`src/rtl/ms_timer_sched_pkg.sv`:
```
// Shared defaults and types for the millisecond timer scheduler.
package ms_timer_pkg;

  localparam int unsigned MS_N_CH  = 4;
  localparam int unsigned MS_CNT_W = 16;

  // Per-channel control flags. period/count live in CNT_W-wide arrays in the
  // top so that the CNT_W parameter can differ from the package default.
  typedef struct packed {
    logic en;
    logic periodic;
    logic pending;
    logic ovf;
  } ch_flags_t;

  typedef enum logic {
    ST_IDLE = 1'b0,
    ST_HOLD = 1'b1
  } evt_state_t;

endpackage

```
`src/rtl/ms_timer_sched_rr_arbiter.sv`:
```
// Combinational round-robin pick: the search starts at i_last+1 modulo N_CH.
module rr_arbiter #(
  parameter int unsigned N_CH = 4
) (
  input  logic [N_CH-1:0]         i_pend,
  input  logic [$clog2(N_CH)-1:0] i_last,
  output logic [$clog2(N_CH)-1:0] o_gnt,
  output logic                    o_any
);

  localparam int unsigned IDX_W = $clog2(N_CH);

  always_comb begin
    int unsigned v_idx;
    o_gnt = '0;
    o_any = 1'b0;
    v_idx = 0;
    for (int unsigned off = 1; off <= N_CH; off++) begin
      v_idx = (32'(i_last) + off) % N_CH;
      if (!o_any && i_pend[v_idx[IDX_W-1:0]]) begin
        o_any = 1'b1;
        o_gnt = v_idx[IDX_W-1:0];
      end
    end
  end

endmodule

```
`src/rtl/ms_timer_sched.sv`:
```
// Multi-channel ms timer: per-channel one-shot/periodic countdown with
// round-robin event presentation over a valid/ready handshake and overrun flags.
module ms_timer_sched
  import ms_timer_pkg::*;
#(
  parameter int unsigned N_CH  = MS_N_CH,
  parameter int unsigned CNT_W = MS_CNT_W
) (
  input  logic                    clk,
  input  logic                    rst,
  input  logic                    tic,
  input  logic                    cfg_we,
  input  logic [$clog2(N_CH)-1:0] cfg_ch,
  input  logic [CNT_W-1:0]        cfg_period,
  input  logic                    cfg_en,
  input  logic                    cfg_periodic,
  output logic                    evt_valid,
  output logic [$clog2(N_CH)-1:0] evt_ch,
  input  logic                    evt_ready,
  output logic [N_CH-1:0]         ovf
);

  localparam int unsigned IDX_W = $clog2(N_CH);

  ch_flags_t        r_flags  [N_CH];
  logic [CNT_W-1:0] r_period [N_CH];
  logic [CNT_W-1:0] r_count  [N_CH];

  evt_state_t       r_state;
  evt_state_t       w_state_nxt;
  logic [IDX_W-1:0] r_evt_ch;
  logic [IDX_W-1:0] r_last;

  logic [N_CH-1:0]  w_pend;
  logic [N_CH-1:0]  w_take;
  logic [IDX_W-1:0] w_gnt;
  logic             w_any;
  logic             w_fire;

  always_comb begin
    w_pend = '0;
    w_take = '0;
    ovf    = '0;
    for (int unsigned i = 0; i < N_CH; i++) begin
      w_pend[i] = r_flags[i].pending;
      w_take[i] = w_fire && (w_gnt == IDX_W'(i));
      ovf[i]    = r_flags[i].ovf;
    end
  end

  rr_arbiter #(.N_CH(N_CH)) u_arb (
    .i_pend (w_pend),
    .i_last (r_last),
    .o_gnt  (w_gnt),
    .o_any  (w_any)
  );

  // A grant and a fresh expiry in the same cycle leave pending set without
  // flagging an overrun: the old event is being taken as the new one arrives.
  always_ff @(posedge clk) begin
    for (int unsigned i = 0; i < N_CH; i++) begin
      if (rst) begin
        r_flags[i]  <= '0;
        r_period[i] <= '0;
        r_count[i]  <= '0;
      end else if (cfg_we && (cfg_ch == IDX_W'(i))) begin
        r_period[i]           <= cfg_period;
        r_count[i]            <= cfg_period;
        r_flags[i].en         <= cfg_en && (cfg_period != '0);
        r_flags[i].periodic   <= cfg_periodic;
        r_flags[i].pending    <= 1'b0;
        r_flags[i].ovf        <= 1'b0;
      end else begin
        if (w_take[i])
          r_flags[i].pending <= 1'b0;
        if (tic && r_flags[i].en) begin
          if (r_count[i] > CNT_W'(1)) begin
            r_count[i] <= r_count[i] - CNT_W'(1);
          end else if (r_count[i] == CNT_W'(1)) begin
            r_flags[i].pending <= 1'b1;
            if (r_flags[i].pending && !w_take[i])
              r_flags[i].ovf <= 1'b1;
            if (r_flags[i].periodic) begin
              r_count[i] <= r_period[i];
            end else begin
              r_count[i]    <= '0;
              r_flags[i].en <= 1'b0;
            end
          end
        end
      end
    end
  end

  always_ff @(posedge clk) begin
    if (rst) r_state <= ST_IDLE;
    else     r_state <= w_state_nxt;
  end

  always_comb begin
    w_state_nxt = r_state;
    w_fire      = 1'b0;
    unique case (r_state)
      ST_IDLE: begin
        if (w_any) begin
          w_fire      = 1'b1;
          w_state_nxt = ST_HOLD;
        end
      end
      ST_HOLD: begin
        if (evt_ready) w_state_nxt = ST_IDLE;
      end
      default: w_state_nxt = ST_IDLE;
    endcase
  end

  always_ff @(posedge clk) begin
    if (rst) begin
      r_evt_ch <= '0;
      r_last   <= IDX_W'(N_CH - 1);
    end else if (w_fire) begin
      r_evt_ch <= w_gnt;
      r_last   <= w_gnt;
    end
  end

  assign evt_valid = (r_state == ST_HOLD);
  assign evt_ch    = r_evt_ch;

endmodule

```
`config.mk`:
```
export PLATFORM = sky130hd
export DESIGN_NAME = ms_timer_sched
export DESIGN_NICKNAME = d
export VERILOG_FILES = /design/src/rtl/ms_timer_sched_pkg.sv /design/src/rtl/ms_timer_sched_rr_arbiter.sv /design/src/rtl/ms_timer_sched.sv
export SDC_FILE = /design/constraint.sdc
export NUM_CORES = 1
export LEC_CHECK = 0
export ABC_AREA = 1
export BUFFER_PORTS_ARGS = -buffer_cell sky130_fd_sc_hd__buf_2
export CAP_MARGIN = 20
export CORE_MARGIN = 2
export CORE_UTILIZATION = 63
export DETAILED_ROUTE_END_ITERATION = 6
export PLACE_DENSITY_LB_ADDON = 0.05
export SLEW_MARGIN = 20
export SYNTH_ARGS = -nofsm -noshare
export SYNTH_HDL_FRONTEND = slang
export SYNTH_SLANG_ARGS = --single-unit
export TNS_END_PERCENT = 5
```
`constraint.sdc`:
```
create_clock -name clk -period 3.4 [get_ports clk]
set_input_delay 1.02 -clock clk [delete_from_list [all_inputs] [get_ports clk]]
set_output_delay 1.02 -clock clk [all_outputs]
set_load 0.01 [all_outputs]
```
# == Word-level counts from Yosys, hierarchy flattened ==
# Memories as Yosys holds them, arrays and structs flattened.
# Cells that the tools add are included.
# word_totals
ff_bits,5
ram_bits,144
out_inout_bits,7
elab_cells,345
n_memories,3
# memory_table
memory,words,word_bits,read_ports,rd_ports_with_merged_regs,write_ports,line,source
r_count,4,16,4,0,4,ms_timer_sched.sv:27,logic [CNT_W-1:0] r_count [N_CH];
r_period,4,16,4,0,4,ms_timer_sched.sv:26,logic [CNT_W-1:0] r_period [N_CH];
r_flags,4,4,4,0,4,ms_timer_sched.sv:25,ch_flags_t r_flags [N_CH];
# classes
add_sub_neg,8
magnitude_cmp,8
eq_ne,10
muxes,230
n_bitwise,53
n_reduce_logical,30
# ops
cell,n
16-bit 2-to-1 mux,20
1-bit 2-to-1 mux,201
"16-bit by 1-bit equality test with 1-bit output, second input constant",4
"16-bit by 1-bit greater-than comparator with 1-bit output, second input constant",4
"16-bit by 1-bit subtractor with 16-bit output, second input constant",4
1-bit bitwise OR,52
1-bit logical AND,20
16-bit nonzero test,1
"2-bit by 3-bit less-than comparator with 1-bit output, second input constant",4
1-bit binary-select mux with 2-bit select,4
"2-bit equality test, second input constant",4
2-bit 2-to-1 mux,4
1-bit zero test,7
"2-bit by 1-bit adder with 2-bit output, second input constant",2
"2-bit adder, second input constant",2
"2-bit by 1-bit equality test with 1-bit output, second input constant",2
2-bit zero test,2
1-bit one-hot mux with 2 select lines,1
1-bit NOT,1

# == Depth between registers and ports, before layout ==
# Gate-level depths: netlist of run 1.
# depth
depth_word,26
mapped_depth,14
mapped_depth_nobuf,13

# == Cells and area by module ==
# A second synthesis of run 1 with hierarchy kept.
# hier_totals
hier_cells,1008
hier_area_um2,8550.7
# modules_own_cells
module,n_inst,cells_each,area_each_um2,seq_area_each_um2
ms_timer_sched,1,956,8279.2,4424.2
rr_arbiter,1,52,271.5,0.0

# == Worst setup path after synthesis of run 1 ==
# Ideal clock, no wire load.
# synth_path
kind,input to register
startpoint,in rst
endpoint,"mem r_count[0][0] (netlist name), enable pin"
setup_time_ns,0.372
arrival_time_ns,2.521
path_slack_ns,0.507
path_stages,8
cell_sequence,buf_4 > inv_4 > nand2_1 > nor2_1 > inv_1 > nor2_1 > nor2_1 > nand2_1
# synth_rtl
item,line,source
start: declaration,ms_timer_sched.sv:10,"input logic rst,"
end: declaration,ms_timer_sched.sv:27,

==> results of run 1 <==
per-layer routing:
layer	share of wire	GRT usage
met5	0	0
met3	0.064	0.0488
met1	0.43	0.394
met4	0.034	0.139
met2	0.47	0.484
cell type report:
| cell class | instances | share of cell area |
|---|---|---|
| sequential | 149 | 0.460 |
| inverter | 134 | 0.0537 |
| tap | 180 | 0.0234 |
| multi-input combinational | 730 | 0.386 |
| clock buffer | 23 | 0.0466 |
| timing repair buffer | 40 | 0.0245 |
| clock inverter | 8 | 0.00624 |
worst max-delay path: stages (launching register included):
cell	delay [ns]
edfxtp_1	0.42
inv_1	0.14
ha_1	0.25
nand2_2	0.12
nor2_4	0.17
nand3_2	0.12
nor2_2	0.11
nand3_2	0.29
nand2_1	0.25
nand2_1	0.22
buf_12	0.22
registers in the layout (all words and copies together) (netlist names):
signal / cells
r_flags: 16
r_count: 64
evt_ch: 2
r_last: 2
r_period: 64
evt_valid: 1
power breakdown:
part	internal, mW	leakage [nW]	switching [mW]
clock network	0.985	0.249	0.683
registers	2.21	1.51	0.141
logic	0.311	2.50	0.687
total	3.50	4.26	1.51
cells in the final DEF (no fill, tap or decap), drive strengths merged, types with 3 or more instances in the layout:
master  instances
dfxtp           5
inv           133
nor4            6
a31oi           3
o21ai          32
clkinv          8
xor2           18
nand2         285
nand3          70
xnor2          12
a21oi          22
ha              8
buf            40
o22ai           3
nand4          17
nor3            7
nor2          215
nand3b         28
edfxtp        144
clkbuf         23
cells by family (layout without fill, tap and decap cells):
kind of cell | count (synthesis) | after routing | share of synthesized area
AO/OA/AOI/OAI | 61 | 61 | 0.0407
XOR/XNOR | 30 | 30 | 0.0298
adder cells (fa/ha/maj) | 8 | 8 | 0.0114
buffers and inverters | 154 | 205 | 0.0775
flip-flops | 149 | 149 | 0.502
AND/OR/NAND/NOR | 631 | 631 | 0.339
worst min-delay path by stage:
| stage | startpoint | endpoint | slack, ns |
|---|---|---|---|
| 2_1_floorplan | evt_ch[1] | evt_ch[1] | 0.49 |
| 3_3_place_gp | evt_ch[0] | evt_ch[0] | 0.49 |
| 3_5_place_dp | evt_ch[0] | evt_ch[0] | 0.51 |
| 4_1_cts | evt_ch[1] | evt_ch[1] | 0.52 |
| 5_1_grt | evt_ch[1] | evt_ch[1] | 0.54 |
| 6_report | r_period[0][0] | r_count[0][0] | 0.52 |
per-stage QoR:
stage               setup WS, ns  instance area, um2  hold slack (ns)  power (mW)  instances
floorplan                  0.507                8820            0.489        3.10       1033
global placement           0.672                9110            0.489        3.35       1233
detailed placement         0.627                9110            0.512        3.37       1233
CTS                        0.882                9620            0.523        5.01       1264
global route               0.709                9620            0.536        5.24       1264
finish                     0.857                9620            0.524        5.01       1264
==> flow_summary.json, run 1 <==
{
  "status": "finished, final reports clean",
  "cp-end-kind": "register",
  "port_buffers": 31,
  "ys.flop_type": "edfxtp_1",
  "synth_edf_count": 144,
  "crit_arrival_ns": 2.74,
  "cts_buffer_depth": 2,
  "synthDistinctLibCells": 46,
  "fin_util": 0.698,
  "finalSetupViolations": 0,
  "skew_ns": 0.00628,
  "final.setup.tns_ns": 0,
  "die_h_um": 122,
  "insertion_delay_ns": 0.43,
  "required_ns": 3.59,
  "fin_crit_sh": 0.748,
  "std_cell_rows": 43,
  "layout-drive-gt1-share": 0.144,
  "holdPathStages": 2,
  "totalWireLength_um": 20900,
  "post-route-drc-count": 0,
  "slew-limit-headroom": 0.585,
  "worstReg2RegEnd": "r_count[3][0]",
  "cts_setup_buffers": 0,
  "worstSetupStartpoint": "r_count[3][0]",
  "synth_top_area_cell": "edfxtp_1",
  "fillers": 1122,
  "num_vias": 6914,
  "clock.fmax_mhz": 393,
  "synth.area.top_cells": "edfxtp_1 (49%), nand2_1 (11%), nor2_1 (7.8%), inv_1 (4.8%), nand3_1 (3.3%)",
  "synth_nets": 1066,
  "die-area_um2": 15000,
  "fin_nets": 1105,
  "cts_root_buffer": "clkbuf_16",
  "synth_area_per_cell_um2": 8.54,
  "diodes": 0,
  "track_usage": 0.298,
  "grt_pass1_vias": 6715,
  "hpwl_um": 15300,
  "antenna_found_initial": 0,
  "cts_hold_buf": 0,
  "worstSetupEndpoint": "r_count[3][0]",
  "yosysMostFrequentCell": "nand2_1",
  "r2r-start": "r_count[3][0]",
  "grt_max_degree": 21,
  "synthCells": 1033,
  "crit_fanout": 14,
  "syn2layout_area_growth_pct": 9.09,
  "rrSetupSlack_ns": 0.86,
  "core_um2": 13800,
  "p_leak_nw": 4.26,
  "worst_pin_slew_ns": 0.621,
  "worst_setup_path_start_kind": "register",
  "io_pins": 32,
  "yosys.area.top_type_share": 0.490,
  "drt_iter0_drc": 603,
  "wl_per_cell_um": 16.5,
  "overflow": 0,
  "slew_viol_final": 0,
  "start_util": 0.640,
  "maxCapViolCount": 0,
  "yosys_warnings": 0,
  "synth_async_sr_flop_share": 0,
  "timing_hold_violations_final": 0,
  "multi_input_area_um2": 3710,
  "synth_common_cells": "nand2_1 (269), nor2_1 (183), edfxtp_1 (144), inv_1 (112), nand3_1 (58)",
  "drt_first_pass_iters": 7,
  "htreeDepth": 4,
  "vias_per_cell": 5.47,
  "detail-route-antenna-nets": 0,
  "worstRegToRegCells": 10,
  "yosysSeqAreaShare": 0.502,
  "worstSetupPathType": "reg2reg",
  "grt_pass1_wl_um": 33300,
  "ir_drop_v": 0.000360,
  "numCtsBuffers": 17,
  "cts_tree": "built",
  "hp-class": "reg2reg",
  "cts.reportedPaths.clkPinSlew_ns": 0.06,
  "cts_resized": 0,
  "syn-cell-area_um2": 8820,
  "cts.sinks": 149,
  "p_per_area_nw_per_um2": 521,
  "period_needed_ns": 2.54,
  "synth_seq_cells": 149,
  "rsz0062_at_grt": "false",
  "area.sequential_um2": 4420,
  "die_w_um": 122,
  "gp_congestion": 0.900
}
Power figures use the tool's default switching activity.
==> run 2, diff against run 1 <==
--- a/config.mk
+++ b/config.mk
@@ -9,7 +9,7 @@
 export BUFFER_PORTS_ARGS = -buffer_cell sky130_fd_sc_hd__buf_2
 export CAP_MARGIN = 20
 export CORE_MARGIN = 2
-export CORE_UTILIZATION = 63
+export CORE_UTILIZATION = 57
 export DETAILED_ROUTE_END_ITERATION = 6
 export PLACE_DENSITY_LB_ADDON = 0.05
 export SLEW_MARGIN = 20
==> constraint.sdc (replaced) <==
create_clock -name clk -period 2.3 [get_ports clk]
set_input_delay 0.69 -clock clk [delete_from_list [all_inputs] [get_ports clk]]
set_output_delay 0.69 -clock clk [all_outputs]
set_load 0.01 [all_outputs]
==> run 2 against run 1 <==
  * Design area grew 2.5%
  * Power grew 53%
  * Clock power grew 60%
  * Count of clock-buffer cells in the layout shrank 3
  * Global-route usage shrank 3.0 points
  * Via count shrank 1.8%
  * Non-clock buffer count grew 20
  * Critical path depth is the same
  * First-iteration DRC count grew 7.1%
  * Utilization shrank 4.7 points
==> flow_summary.json, run 2 (synthesis results as in run 1) <==
{
  "status": "finished, final reports clean",
  "fin_nets": 1125,
  "grt_pass1_wl_um": 33300,
  "overflow": 0,
  "swShare": 0.301,
  "fillers": 1301,
  "cts_setup_buffers": 0,
  "post-route-drc-count": 0,
  "p_leak_nw": 4.39,
  "track_usage": 0.268,
  "layout-drive-gt1-share": 0.169,
  "cp-end-kind": "register",
  "fin_crit_sh": 0.930,
  "port_buffers": 31,
  "seqPwrFrac": 0.451,
  "timing_hold_violations_final": 0,
  "wl_per_cell_um": 16.0,
  "die_w_um": 128,
  "rsz0062_at_grt": "false",
  "reg_top3": "r_count x64, r_period x64, r_flags x16",
  "power.share.clock": 0.348,
  "cts.sinks": 149,
  "vias_per_cell": 5.25,
  "switchingPower_mw": 2.30,
  "insertion_delay_ns": 0.43,
  "worst_setup_path_start_kind": "register",
  "drt_iter0_drc": 646,
  "post-place-ws_ns": 0.0782,
  "numCtsBuffers": 17,
  "cts.reportedPaths.clkPinSlew_ns": 0.06,
  "skew_ns": 0.00866,
  "cts_buffer_depth": 2,
  "std_cell_rows": 45,
  "period_needed_ns": 2.14,
  "slew_viol_final": 0,
  "cts_resized": 0,
  "htreeDepth": 4,
  "die-area_um2": 16500,
  "slew-limit-headroom": 0.699,
  "layout_common_cells": "nand2_1 (267), nor2_1 (182), edfxtp_1 (144)",
  "cts_hold_buf": 0,
  "area.sequential_um2": 4420,
  "diodes": 0,
  "multi_input_area_um2": 3720,
  "hp-class": "reg2reg",
  "grt_max_degree": 20,
  "maxCapViolCount": 0,
  "layout_commonest_cell": "nand2_1",
  "p_int_mw": 5.36,
  "hold_slack_ns": 0.478,
  "die_h_um": 128,
  "cts_tree": "built",
  "core_um2": 15100,
  "ir_drop_v": 0.000571,
  "crit_arrival_ns": 2.31,
  "worstSetupPathType": "reg2reg",
  "hpwl_um": 15400,
  "setup_ws_ns": 0.162,
  "grt_pass1_vias": 6399,
  "finalSetupViolations": 0,
  "gp_congestion": 0.925,
  "syn2layout_area_growth_pct": 11.9,
  "pwr-share-comb": 0.201,
  "totalWireLength_um": 20700,
  "clock.fmax_mhz": 468,
  "start_util": 0.582,
  "cts_root_buffer": "clkbuf_16",
  "io_pins": 32,
  "worst_pin_slew_ns": 0.451,
  "required_ns": 2.47,
  "detail-route-antenna-nets": 0,
  "fin_util": 0.651,
  "antenna_found_initial": 0,
  "crit_fanout": 11,
  "drt_first_pass_iters": 6,
  "p_per_area_nw_per_um2": 777,
  "num_vias": 6788
}
[run 2: cell types whose count changed in the layout (fill, tap and decap cells not counted), sizes merged]
cell	delta
clkinvlp	+2
clkinv	+1
clkbuf	-3
bufinv	+1
buf	+20
[run 2: through the flow]
step	total power, mW	setup TNS (ns)	area [um2]	std cells
2_1_floorplan	4.59	-3.29	8820	1033
3_3_place_gp	5.04	0	9300	1261
3_5_place_dp	5.05	0	9300	1261
4_1_cts	7.69	0	9860	1293
5_1_grt	8.02	0	9870	1293
6_report	7.66	0	9870	1293
[run 2: critical path, stage by stage (launching register included)]
cell and delay [ns]:
edfxtp_1 0.44, inv_1 0.15, ha_1 0.25, nand2_2 0.11, nor2_4 0.16, nand3_2 0.12
nor2_2 0.11, nand3_2 0.10, buf_4 0.20, a31oi_1 0.16, nand2_1 0.09
[run 2: power groups by stage]
| stage | Sequential [mW] | Combinational [mW] | Clock, mW |
|---|---|---|---|
| floorplan | 3.43 | 1.16 | 0 |
| global placement | 3.50 | 1.54 | 0 |
| detailed placement | 3.51 | 1.54 | 0 |
| CTS | 3.45 | 1.55 | 2.69 |
| global route | 3.48 | 1.75 | 2.79 |
| finish | 3.45 | 1.54 | 2.67 |
[run 2: layer usage]
layer	vias up	wire, um	track usage
met5	-	0	0
met4	0	339	0.0763
met3	22	1100	0.0374
met2	183	9570	0.426
met1	3107	9730	0.389
li1	3476	-	-
[run 2: layout make-up]
cell class                 count  area share
sequential                   149       0.448
multi-input combinational    730       0.377
clock inverter                12      0.0115
timing repair buffer          60      0.0416
clock buffer                  20      0.0453
inverter                     134      0.0524
tap                          188      0.0238
[run 2: final timing paths]
path	startpoint	endpoint	slack [ns]	depth (start not counted)
worst max-delay path	r_count[3][0]	r_count[3][4]	0.16	10
worst max register to register	r_count[3][0]	r_count[3][4]	0.16	10
worst min register to register	evt_ch[1]	evt_ch[1]	0.48	2
worst min-delay path	evt_ch[1]	evt_ch[1]	0.48	2
